File: src/rtl/rat_ctrl_pkg.sv
// Shared types and constants for the RAT control unit: FSM states, opcodes,
// ALU codes and datapath mux selects.
package rat_ctrl_pkg;

   typedef enum logic [1:0] {
      ST_INIT  = 2'd0,
      ST_FETCH = 2'd1,
      ST_EXEC  = 2'd2,
      ST_INTR  = 2'd3
   } state_t;

   // Full 7-bit opcodes
   localparam logic [6:0] OP_AND_R  = 7'b0000000;
   localparam logic [6:0] OP_OR_R   = 7'b0000001;
   localparam logic [6:0] OP_EXOR_R = 7'b0000010;
   localparam logic [6:0] OP_ADD_R  = 7'b0000100;
   localparam logic [6:0] OP_MOV_R  = 7'b0001001;
   localparam logic [6:0] OP_BRN    = 7'b0010000;
   localparam logic [6:0] OP_CALL   = 7'b0010001;
   localparam logic [6:0] OP_BREQ   = 7'b0010010;
   localparam logic [6:0] OP_BRNE   = 7'b0010011;
   localparam logic [6:0] OP_BRCS   = 7'b0010100;
   localparam logic [6:0] OP_BRCC   = 7'b0010101;
   localparam logic [6:0] OP_PUSH   = 7'b0100101;
   localparam logic [6:0] OP_POP    = 7'b0100110;
   localparam logic [6:0] OP_CLC    = 7'b0110000;
   localparam logic [6:0] OP_SEC    = 7'b0110001;
   localparam logic [6:0] OP_RET    = 7'b0110010;
   localparam logic [6:0] OP_SEI    = 7'b0110100;
   localparam logic [6:0] OP_CLI    = 7'b0110101;
   localparam logic [6:0] OP_RETID  = 7'b0110110;
   localparam logic [6:0] OP_RETIE  = 7'b0110111;

   // Immediate / port forms: only the upper five opcode bits are decoded
   localparam logic [4:0] OPI_AND  = 5'b10000;
   localparam logic [4:0] OPI_OR   = 5'b10001;
   localparam logic [4:0] OPI_EXOR = 5'b10010;
   localparam logic [4:0] OPI_ADD  = 5'b10100;
   localparam logic [4:0] OPI_IN   = 5'b11001;
   localparam logic [4:0] OPI_OUT  = 5'b11010;
   localparam logic [4:0] OPI_MOV  = 5'b11011;

   localparam logic [3:0] ALU_ADD  = 4'd0;
   localparam logic [3:0] ALU_AND  = 4'd5;
   localparam logic [3:0] ALU_OR   = 4'd6;
   localparam logic [3:0] ALU_EXOR = 4'd7;
   localparam logic [3:0] ALU_MOV  = 4'd14;

   localparam logic [1:0] PCM_IMM   = 2'd0;
   localparam logic [1:0] PCM_STACK = 2'd1;
   localparam logic [1:0] PCM_VEC   = 2'd2;

   localparam logic [1:0] RFS_ALU = 2'd0;
   localparam logic [1:0] RFS_SCR = 2'd1;
   localparam logic [1:0] RFS_SP  = 2'd2;
   localparam logic [1:0] RFS_IN  = 2'd3;

   localparam logic [1:0] SCA_REG  = 2'd0;
   localparam logic [1:0] SCA_IMM  = 2'd1;
   localparam logic [1:0] SCA_SP   = 2'd2;
   localparam logic [1:0] SCA_SPM1 = 2'd3;

   localparam logic SCD_REG = 1'b0;
   localparam logic SCD_PC  = 1'b1;

endpackage

File: src/rtl/rat_irq_arbiter.sv
// Rising-edge capture of the interrupt lines into pending bits, lowest-index
// priority selection, and the INT_ID latch for the source being serviced.
module rat_irq_arbiter #(
   parameter int NUM_IRQ = 4,
   parameter int IRQ_W   = (NUM_IRQ > 1) ? $clog2(NUM_IRQ) : 1
) (
   input  logic               CLK,
   input  logic               RESET,
   input  logic [NUM_IRQ-1:0] irq,
   input  logic               service,
   output logic               irq_req,
   output logic [IRQ_W-1:0]   int_id
);

   logic [NUM_IRQ-1:0] irq_q;
   logic [NUM_IRQ-1:0] pending;
   logic [NUM_IRQ-1:0] win_mask;
   logic [IRQ_W-1:0]   win_id;

   // Scan from the top so the lowest pending index is the last assignment.
   always_comb begin
      win_id   = '0;
      win_mask = '0;
      for (int i = NUM_IRQ - 1; i >= 0; i--) begin
         if (pending[i]) begin
            win_id      = IRQ_W'(i);
            win_mask    = '0;
            win_mask[i] = 1'b1;
         end
      end
   end

   assign irq_req = |pending;

   // A fresh edge on the serviced line is OR-ed in after the clear, so it survives.
   always_ff @(posedge CLK) begin
      if (RESET) begin
         irq_q   <= '0;
         pending <= '0;
         int_id  <= '0;
      end else begin
         irq_q   <= irq;
         pending <= (pending & ~(service ? win_mask : '0)) | (irq & ~irq_q);
         if (service) int_id <= win_id;
      end
   end

endmodule

File: src/rtl/rat_ctrl_multi_irq.sv
// RAT CPU control unit with multiple edge-triggered interrupt sources.
// Strobes are a combinational decode of the present state and opcode.
//
//   state    | meaning
//   ---------+-----------------------------------------------
//   ST_INIT  | reset the datapath (RST)
//   ST_FETCH | advance PC past the fetched instruction
//   ST_EXEC  | decode and execute; check for interrupt
//   ST_INTR  | push PC, shadow flags, jump to vector 0x3FF
module rat_ctrl_multi_irq
   import rat_ctrl_pkg::*;
#(
   parameter int NUM_IRQ = 4,
   parameter int IRQ_W   = (NUM_IRQ > 1) ? $clog2(NUM_IRQ) : 1
) (
   input  logic               CLK,
   input  logic               RESET,
   input  logic [4:0]         OPCODE_HI_5,
   input  logic [1:0]         OPCODE_LOW_2,
   input  logic               C_FLAG,
   input  logic               Z_FLAG,
   input  logic [NUM_IRQ-1:0] IRQ,
   output logic               PC_LD,
   output logic               PC_INC,
   output logic               RST,
   output logic               IO_STRB,
   output logic               RF_WR,
   output logic               ALU_OPY_SEL,
   output logic               SP_LD,
   output logic               SP_INCR,
   output logic               SP_DECR,
   output logic               SCR_WE,
   output logic               SCR_DATA_SEL,
   output logic               FLG_C_SET,
   output logic               FLG_C_CLR,
   output logic               FLG_C_LD,
   output logic               FLG_Z_LD,
   output logic               FLG_LD_SEL,
   output logic               FLG_SHAD_LD,
   output logic [1:0]         PC_MUX_SEL,
   output logic [1:0]         RF_WR_SEL,
   output logic [1:0]         SCR_ADDR_SEL,
   output logic [3:0]         ALU_SEL,
   output logic               I_FLAG,
   output logic [IRQ_W-1:0]   INT_ID
);

   state_t     ps;
   logic       ie;
   logic       i_set;
   logic       i_clr;
   logic       irq_req;
   logic       take;
   logic [6:0] opcode;

   assign opcode = {OPCODE_HI_5, OPCODE_LOW_2};
   // Registered IE: an SEI/RETIE in this EXEC cannot enable its own interrupt.
   assign take   = (ps == ST_EXEC) && ie && irq_req;
   assign I_FLAG = ie;

   rat_irq_arbiter #(.NUM_IRQ(NUM_IRQ), .IRQ_W(IRQ_W)) u_arb (
      .CLK     (CLK),
      .RESET   (RESET),
      .irq     (IRQ),
      .service (take),
      .irq_req (irq_req),
      .int_id  (INT_ID)
   );

   always_ff @(posedge CLK) begin
      if (RESET) begin
         ps <= ST_INIT;
         ie <= 1'b0;
      end else begin
         case (ps)
            ST_INIT:  ps <= ST_FETCH;
            ST_FETCH: ps <= ST_EXEC;
            ST_EXEC:  ps <= take ? ST_INTR : ST_FETCH;
            default:  ps <= ST_FETCH;
         endcase
         if (i_clr)      ie <= 1'b0;
         else if (i_set) ie <= 1'b1;
      end
   end

   always_comb begin
      PC_LD = 1'b0;        PC_INC = 1'b0;       RST = 1'b0;
      IO_STRB = 1'b0;      RF_WR = 1'b0;        ALU_OPY_SEL = 1'b0;
      SP_LD = 1'b0;        SP_INCR = 1'b0;      SP_DECR = 1'b0;
      SCR_WE = 1'b0;       SCR_DATA_SEL = SCD_REG;
      FLG_C_SET = 1'b0;    FLG_C_CLR = 1'b0;    FLG_C_LD = 1'b0;
      FLG_Z_LD = 1'b0;     FLG_LD_SEL = 1'b0;   FLG_SHAD_LD = 1'b0;
      PC_MUX_SEL = PCM_IMM; RF_WR_SEL = RFS_ALU; SCR_ADDR_SEL = SCA_REG;
      ALU_SEL = ALU_ADD;
      i_set = 1'b0;        i_clr = 1'b0;
      case (ps)
         ST_INIT:  RST = 1'b1;
         ST_FETCH: PC_INC = 1'b1;
         ST_EXEC: begin
            case (opcode)
               OP_ADD_R:  begin RF_WR = 1'b1; FLG_Z_LD = 1'b1; FLG_C_LD = 1'b1;  ALU_SEL = ALU_ADD;  end
               OP_AND_R:  begin RF_WR = 1'b1; FLG_Z_LD = 1'b1; FLG_C_CLR = 1'b1; ALU_SEL = ALU_AND;  end
               OP_OR_R:   begin RF_WR = 1'b1; FLG_Z_LD = 1'b1; FLG_C_CLR = 1'b1; ALU_SEL = ALU_OR;   end
               OP_EXOR_R: begin RF_WR = 1'b1; FLG_Z_LD = 1'b1; FLG_C_CLR = 1'b1; ALU_SEL = ALU_EXOR; end
               OP_MOV_R:  begin RF_WR = 1'b1; ALU_SEL = ALU_MOV; end
               OP_BRN:    PC_LD = 1'b1;
               OP_BREQ:   PC_LD = Z_FLAG;
               OP_BRNE:   PC_LD = ~Z_FLAG;
               OP_BRCS:   PC_LD = C_FLAG;
               OP_BRCC:   PC_LD = ~C_FLAG;
               OP_CALL: begin
                  PC_LD = 1'b1; SCR_WE = 1'b1; SCR_DATA_SEL = SCD_PC;
                  SCR_ADDR_SEL = SCA_SPM1; SP_DECR = 1'b1;
               end
               OP_RET, OP_RETID, OP_RETIE: begin
                  PC_LD = 1'b1; PC_MUX_SEL = PCM_STACK; SCR_ADDR_SEL = SCA_SP; SP_INCR = 1'b1;
                  if (opcode != OP_RET) begin
                     FLG_LD_SEL = 1'b1; FLG_C_LD = 1'b1; FLG_Z_LD = 1'b1;
                  end
                  i_clr = (opcode == OP_RETID);
                  i_set = (opcode == OP_RETIE);
               end
               OP_PUSH: begin SCR_WE = 1'b1; SCR_ADDR_SEL = SCA_SPM1; SP_DECR = 1'b1; end
               OP_POP:  begin RF_WR = 1'b1; RF_WR_SEL = RFS_SCR; SCR_ADDR_SEL = SCA_SP; SP_INCR = 1'b1; end
               OP_SEC:  FLG_C_SET = 1'b1;
               OP_CLC:  FLG_C_CLR = 1'b1;
               OP_SEI:  i_set = 1'b1;
               OP_CLI:  i_clr = 1'b1;
               default: begin
                  case (opcode[6:2])
                     OPI_ADD:  begin RF_WR = 1'b1; ALU_OPY_SEL = 1'b1; FLG_Z_LD = 1'b1; FLG_C_LD = 1'b1;  ALU_SEL = ALU_ADD;  end
                     OPI_AND:  begin RF_WR = 1'b1; ALU_OPY_SEL = 1'b1; FLG_Z_LD = 1'b1; FLG_C_CLR = 1'b1; ALU_SEL = ALU_AND;  end
                     OPI_OR:   begin RF_WR = 1'b1; ALU_OPY_SEL = 1'b1; FLG_Z_LD = 1'b1; FLG_C_CLR = 1'b1; ALU_SEL = ALU_OR;   end
                     OPI_EXOR: begin RF_WR = 1'b1; ALU_OPY_SEL = 1'b1; FLG_Z_LD = 1'b1; FLG_C_CLR = 1'b1; ALU_SEL = ALU_EXOR; end
                     OPI_MOV:  begin RF_WR = 1'b1; ALU_OPY_SEL = 1'b1; ALU_SEL = ALU_MOV; end
                     OPI_IN:   begin RF_WR = 1'b1; RF_WR_SEL = RFS_IN; end
                     OPI_OUT:  IO_STRB = 1'b1;
                     default:  ;
                  endcase
               end
            endcase
         end
         ST_INTR: begin
            PC_LD = 1'b1; PC_MUX_SEL = PCM_VEC; SCR_WE = 1'b1; SCR_DATA_SEL = SCD_PC;
            SCR_ADDR_SEL = SCA_SPM1; SP_DECR = 1'b1; FLG_SHAD_LD = 1'b1; i_clr = 1'b1;
         end
         default: ;
      endcase
   end

   // RF_WR_SEL=SP is reserved for a future instruction; SP is never loaded here.
   logic unused_rfs;
   assign unused_rfs = ^RFS_SP ^ ^SCA_IMM;

endmodule

File: config.mk
export PLATFORM = sky130hd
export DESIGN_NAME = rat_ctrl_multi_irq
export DESIGN_NICKNAME = d
export VERILOG_FILES = /design/src/rtl/rat_ctrl_pkg.sv /design/src/rtl/rat_irq_arbiter.sv /design/src/rtl/rat_ctrl_multi_irq.sv
export SDC_FILE = /design/constraint.sdc
export NUM_CORES = 1
export LEC_CHECK = 0
export CORE_ASPECT_RATIO = 1.4
export CORE_MARGIN = 2
export CORE_UTILIZATION = 48
export DETAILED_ROUTE_END_ITERATION = 6
export PLACE_DENSITY = 0.9
export SLEW_MARGIN = 20
export SYNTH_ARGS = -nofsm -noshare
export SYNTH_HDL_FRONTEND = slang
export SYNTH_SLANG_ARGS = --single-unit
File: constraint.sdc
create_clock -name CLK -period 6.7 [get_ports CLK]
set_clock_uncertainty 0.2 [all_clocks]
set_input_delay 2.01 -clock CLK [delete_from_list [all_inputs] [get_ports CLK]]
set_output_delay 2.01 -clock CLK [all_outputs]
set_load 0.01 [all_outputs]
==> out/results.ini, run 1 <==
[timing]
tightest_slew_ns=0.522
worst_slack_ns=0.317
rsz0062_at_grt=no
hold_viol_final=0
fmax_mhz=157
post-route-min-period_ns=6.38
finalSetupViolCount=0
slew_violations=0
timing.final.crit_share_pct=95.3
setup-tns-final_ns=0
relSlewSlack_pct=65.1

[critical_path]
reg2reg_depth=6
reg2reg_from=ps[0]$_SDFF_PP0_
rr_endpoint=I_FLAG$_SDFFE_PP0P_
required_ns=4.49
worst-setup-path-type=in2out
crit_path_max_fanout=14
crit_path_end_kind=output port
crit_arrival_ns=4.17
reg2reg_slack_ns=4.86
cp-start-kind=primary input

[route]
route.met3.wl_um=156
detail_route.wirelength_um=3210
first_iter_violations=33
viasPerCell=5.56
wl_met2_um=1760
wirelength_met1_um=1200
top_layer=met4
detail-route-antenna-nets=0
drc=0
drtPass1Iterations=4
vias=1307
wire_per_inst_um=13.7

[synth]
synth.distinct_cells=43
ys_ff_latch=13
yosysWarnings=0
synth_cells=164
synth-seq-area-share_pct=21.3
ys.flop_type=dfxtp_1
synthArstFlopShare_pct=0
synth_fp_nets=184
postSynthAreaPerCell_um2=7.44
syn_area_um2=1220
synth_enable_flop_cells=0

[layout]
drive_gt1_share_pct=6.97
nets=222
syn_to_final_growth_pct=36.4
antenna_cells=0

[clocking]
postCtsHoldBufs=0
cts-root-buf=clkbuf_4
cts_resized=0
ctsHtreeMaxLevel=1
clock-sinks=13
clk_pin_slew_worst_paths_ns=0.07
clock_tree.buffer_depth=2
cts_setup_buffers=0
cts-buffers-inserted=3
cts_tree=yes
clock_latency_ns=0.28

[placed_design]
hpwl_um=2590
place_congestion=0.877
port_buffers=43
post-place-ws_ns=0.349

[grt]
grt_max_degree=15
grt_use_total_pct=24.4
antenna_found_initial=0
grt_pass1_vias=1259
grt_first_pass_wirelength_um=5470
grt-ovfl-total=0

[min_path]
hold_path_end=u_arb.pending[1]$_SDFF_PP0_
hold_class=reg2reg
holdCritStartpoint=u_arb.irq_q[1]$_SDFF_PP0_
hold_depth=2

[floorplanning]
die_height_um=63.7
dieWidth_um=46.6
die_area_um2=2970
rows=21
core-area_um2=2390
start_util_pct=51.0
io_pins=45

[run_status]
outcome=complete, no violations

[pwr]
power_leakage_nw=0.621
powerDensity_nw_per_um2=114
peakVddDrop_mv=0.142

[flow_run]
cap_violations=0

## through the flow
step	power, mW	area [um2]	util [%]	hold WS [ns]	cells
after floorplan	0.123	1220	-	0.262	164
final	0.189	1660	69.6	0.294	235
after global routing	0.201	1660	69.6	0.322	235
after detailed placement	0.144	1640	68.5	0.291	231
after CTS	0.190	1660	69.6	0.302	235
after global placement	0.142	1640	68.5	0.267	231
## per-layer routing
layer | global-route usage (%) | up-vias
met2 | 43.6 | 50
met4 | 11.1 | 0
met1 | 27.6 | 600
li1 | - | 649
met3 | 1.72 | 8
met5 | 0 | -
## synth_stat cells, drive strengths merged, types with 2 or more instances
| cell | instances | area (um2) |
|---|---|---|
| a311oi | 2 | 17.5 |
| nor4 | 5 | 31.3 |
| nand4b | 2 | 23.8 |
| o21ai | 9 | 45.0 |
| nand2 | 9 | 33.8 |
| nand2b | 8 | 50.1 |
| nor3b | 2 | 15.0 |
| mux2i | 2 | 20.0 |
| a41o | 2 | 20.0 |
| nand3b | 3 | 22.5 |
| nor2 | 25 | 93.8 |
| nor2b | 10 | 62.6 |
| buf | 16 | 116 |
| a21oi | 8 | 40.0 |
| a31oi | 3 | 18.8 |
| ha | 5 | 62.6 |
| dfxtp | 13 | 260 |
| inv | 6 | 22.5 |
| nand3 | 3 | 15.0 |
| nor3 | 9 | 45.0 |
| and3 | 3 | 18.8 |
## area by class of cell
class | count | area (um2)
Clock buffer | 4 | 26.3
Fill cell | 196 | 727
Inverter | 6 | 22.5
Multi-Input combinational cell | 128 | 817
Sequential cell | 13 | 260
Tap cell | 34 | 42.5
Timing Repair Buffer | 50 | 495
## sequential cells by signal, summed over array words and instances (netlist names)
register / count
u_arb.irq_q: 4
u_arb.pending: 4
ps: 2
u_arb.int_id: 2
I_FLAG: 1
## cell families (layout without fill, tap and decap cells)
group / Yosys count / in the layout / synth area share (%)
simple gates: 80 / 80 / 34.3
compound gates: 35 / 35 / 20.6
buf+inv: 23 / 60 / 11.7
flops: 13 / 13 / 21.3
fa+ha+maj: 6 / 6 / 5.95
mux: 4 / 4 / 4.41
xor+xnor: 2 / 2 / 1.44
other cells: 1 / 1 / 0.307
## worst max-delay path, stage by stage
cell             delay, ns
clkdlybuf4s50_1       0.80
nand4b_2              0.25
a2111oi_4             0.43
a211o_1               0.15
clkdlybuf4s50_1       0.54
## power by group
| group | switching (mW) | leakage [nW] | total (mW) | internal, mW |
|---|---|---|---|---|
| combinational | 0.0306 | 0.499 | 0.0587 | 0.0280 |
| sequential | 0.00281 | 0.107 | 0.0840 | 0.0812 |
| clock | 0.0237 | 0.0150 | 0.0468 | 0.0231 |
## cell usage in the layout (no fill, tap or decap), types with 5 or more instances in the layout
cell             count
clkdlybuf4s50_1     43
nor2_1              25
dfxtp_1             13
nor2b_1             10
nand2_1              9
nor3_1               9
o21ai_0              9
nand2b_1             8
a21oi_1              8
inv_1                6
buf_4                6
nor4_1               5
ha_1                 5
## how the worst max path moves through the flow
stage,cells after the start,slack (ns),start,end
6_report,5,0.32,OPCODE_HI_5[2],SCR_ADDR_SEL[1]
3_3_place_gp,5,0.37,OPCODE_HI_5[2],SCR_ADDR_SEL[1]
3_5_place_dp,5,0.35,OPCODE_HI_5[2],SCR_ADDR_SEL[1]
5_1_grt,6,0.22,OPCODE_LOW_2[1],RF_WR
2_1_floorplan,5,1.50,OPCODE_HI_5[3],ALU_SEL[1]
4_1_cts,5,0.34,OPCODE_HI_5[2],SCR_ADDR_SEL[1]
(Power assumes the default switching activity.)
==> run 2: changes to the inputs <==
Settings changed: CORE_UTILIZATION 48 to 44, CTS_CLUSTER_DIAMETER from default to 30, PLACE_DENSITY 0.9 to 0.83.
Clock period 6.7 ns to 7 ns, I/O delays scaled along.
==> run 2 against run 1 <==
Compared with the run above: sequential share of layout area increased by 0.39 points; register-to-register slack improved by 0.25 ns; sequential power decreased by 4.3%; largest power group unchanged; worst setup slack improved by 0.070 ns; final cell count decreased by 0.85%.
==> out/results.ini, run 2 (same netlist as run 1, synthesis figures left out) <==
[timing]
fmax_mhz=151
timing.final.crit_share_pct=94.5
slew_violations=0  ; unchanged
relSlewSlack_pct=58.7  ; -6.4 points
hold_viol_final=0  ; unchanged
tightest_slew_ns=0.618  ; +0.0956 ns
setup-tns-final_ns=0  ; unchanged
finalSetupViolCount=0  ; unchanged
rsz0062_at_grt=no
post-route-min-period_ns=6.61
worst_slack_ns=0.388  ; +0.0705 ns

[pwr]
peakVddDrop_mv=0.106  ; -26%
powerDensity_nw_per_um2=111  ; -2.1%
power.total_mw=0.181  ; -4.5%
power_leakage_nw=0.597  ; -3.9%

[critical_path]
required_ns=4.70  ; +0.21 ns
cpMaxStageDelayCell=clkdlybuf4s50_1
crit_top_cell=clkdlybuf4s50_1
worstPathCellList=clkdlybuf4s50_1 > nand4b_2 > a2111oi_4 > a211o_1 > clkdlybuf4s50_1
worst-setup-path-type=in2out
crit_path_end_kind=output port
cp-start-kind=primary input
crit_arrival_ns=4.31  ; +0.14 ns
crit_path_max_fanout=18  ; +4
slowest_delay_ns=0.86  ; +0.06 ns

[layout]
final_common_cell=clkdlybuf4s50_1
multiInputGateArea_um2=817  ; unchanged
regArea_um2=260  ; unchanged
nFillCells=265  ; +35%
top_regs=u_arb.irq_q: 4 flops, u_arb.pending: 4 flops
mostFrequentLayoutCells=43 x clkdlybuf4s50_1, 25 x nor2_1, 13 x dfxtp_1
nets=218  ; -1.8%
antenna_cells=0  ; unchanged
syn_to_final_growth_pct=33.1
drive_gt1_share_pct=5.08  ; -1.9 points

[clocking]
clock-sinks=13  ; unchanged
cts-root-buf=clkbuf_4
clk_pin_slew_worst_paths_ns=0.07  ; about the same
clock_tree.buffer_depth=2  ; unchanged
ctsHtreeMaxLevel=1  ; unchanged
postCtsHoldBufs=0  ; unchanged
cts_setup_buffers=0  ; unchanged
cts_tree=yes
clock_latency_ns=0.28  ; about the same
cts_resized=0  ; unchanged
cts-buffers-inserted=3  ; unchanged

[grt]
grt_use_total_pct=20.9  ; -3.5 points
grt_pass1_vias=1257  ; -0.16%
antenna_found_initial=0  ; unchanged
grt-ovfl-total=0  ; unchanged
grt_first_pass_wirelength_um=5250  ; -4.0%
grt_max_degree=19  ; +4

[min_path]
hold_class=reg2reg

[route]
detail-route-antenna-nets=0  ; unchanged
vias=1307  ; unchanged
drc=0  ; unchanged
viasPerCell=5.61  ; +0.86%
first_iter_violations=34  ; +3.0%
detail_route.wirelength_um=3320  ; +3.2%
drtPass1Iterations=4  ; unchanged
wire_per_inst_um=14.2  ; +4.1%

[flow_run]
cap_violations=0  ; unchanged

[placed_design]
place_congestion=0.861  ; -1.8%
post-place-ws_ns=0.414  ; +0.0641 ns
hpwl_um=2610  ; +0.66%
port_buffers=43  ; unchanged

[floorplanning]
rows=22  ; +4.8%
die_area_um2=3220  ; +8.4%
dieWidth_um=48.5  ; +4.1%
die_height_um=66.3  ; +4.2%
io_pins=45  ; unchanged
core-area_um2=2640  ; +11%
start_util_pct=46.2  ; -4.9 points

[run_status]
outcome=complete, no violations

[run 2: cell count changes in the layout (fill, tap and decap cells not counted)]
| cell | change |
|---|---|
| buf_4 | -3 |
| buf_12 | -1 |
[run 2: cell type report]
cell class / count / area share (%)
Inverter: 6 / 1.39
Multi-Input combinational cell: 128 / 50.3
Timing Repair Buffer: 46 / 27.9
Sequential cell: 13 / 16.0
Clock buffer: 4 / 1.62
Tap cell: 36 / 2.77
[run 2: report_power, final]
part | switching [mW] | internal, mW
clock | 0.0245 | 0.0222
combinational | 0.0291 | 0.0249
sequential | 0.00270 | 0.0777
[run 2: final timing paths]
kind | slack (ns) | depth (start not counted) | endpoint | from
setup / recovery | 0.39 | 5 | SCR_ADDR_SEL[1] | OPCODE_HI_5[3]
hold / removal | 0.29 | 2 | u_arb.pending[3]$_SDFF_PP0_ | u_arb.irq_q[3]$_SDFF_PP0_
setup reg to reg | 5.11 | 6 | I_FLAG$_SDFFE_PP0P_ | ps[0]$_SDFF_PP0_
hold reg to reg | 0.29 | 2 | u_arb.pending[3]$_SDFF_PP0_ | u_arb.irq_q[3]$_SDFF_PP0_
[run 2: worst max-delay path: cells and delay by family]
| kind | cells | cell delay, ns |
|---|---|---|
| and+or+nand+nor | 1 | 0.26 |
| buffers and inverters | 2 | 1.39 |
| AOI/OAI and AO/OA | 2 | 0.55 |
[run 2: metrics by stage]
step / utilization, % / area (um2) / cells / hold WS, ns
floorplan: - / 1220 / 164 / 0.262
global route: 61.5 / 1620 / 233 / 0.314
global placement: 60.5 / 1600 / 229 / 0.271
finish: 61.5 / 1620 / 233 / 0.293
detailed placement: 60.5 / 1600 / 229 / 0.283
CTS: 61.5 / 1620 / 233 / 0.296
[run 2: routing by layer]
layer / track usage (%) / wire (um) / vias up
met5: 0 / 0 / -
met4: 16.1 / 140 / 0
met3: 1.13 / 137 / 13
met2: 42.0 / 1900 / 44
met1: 19.6 / 1140 / 611
li1: - / - / 639
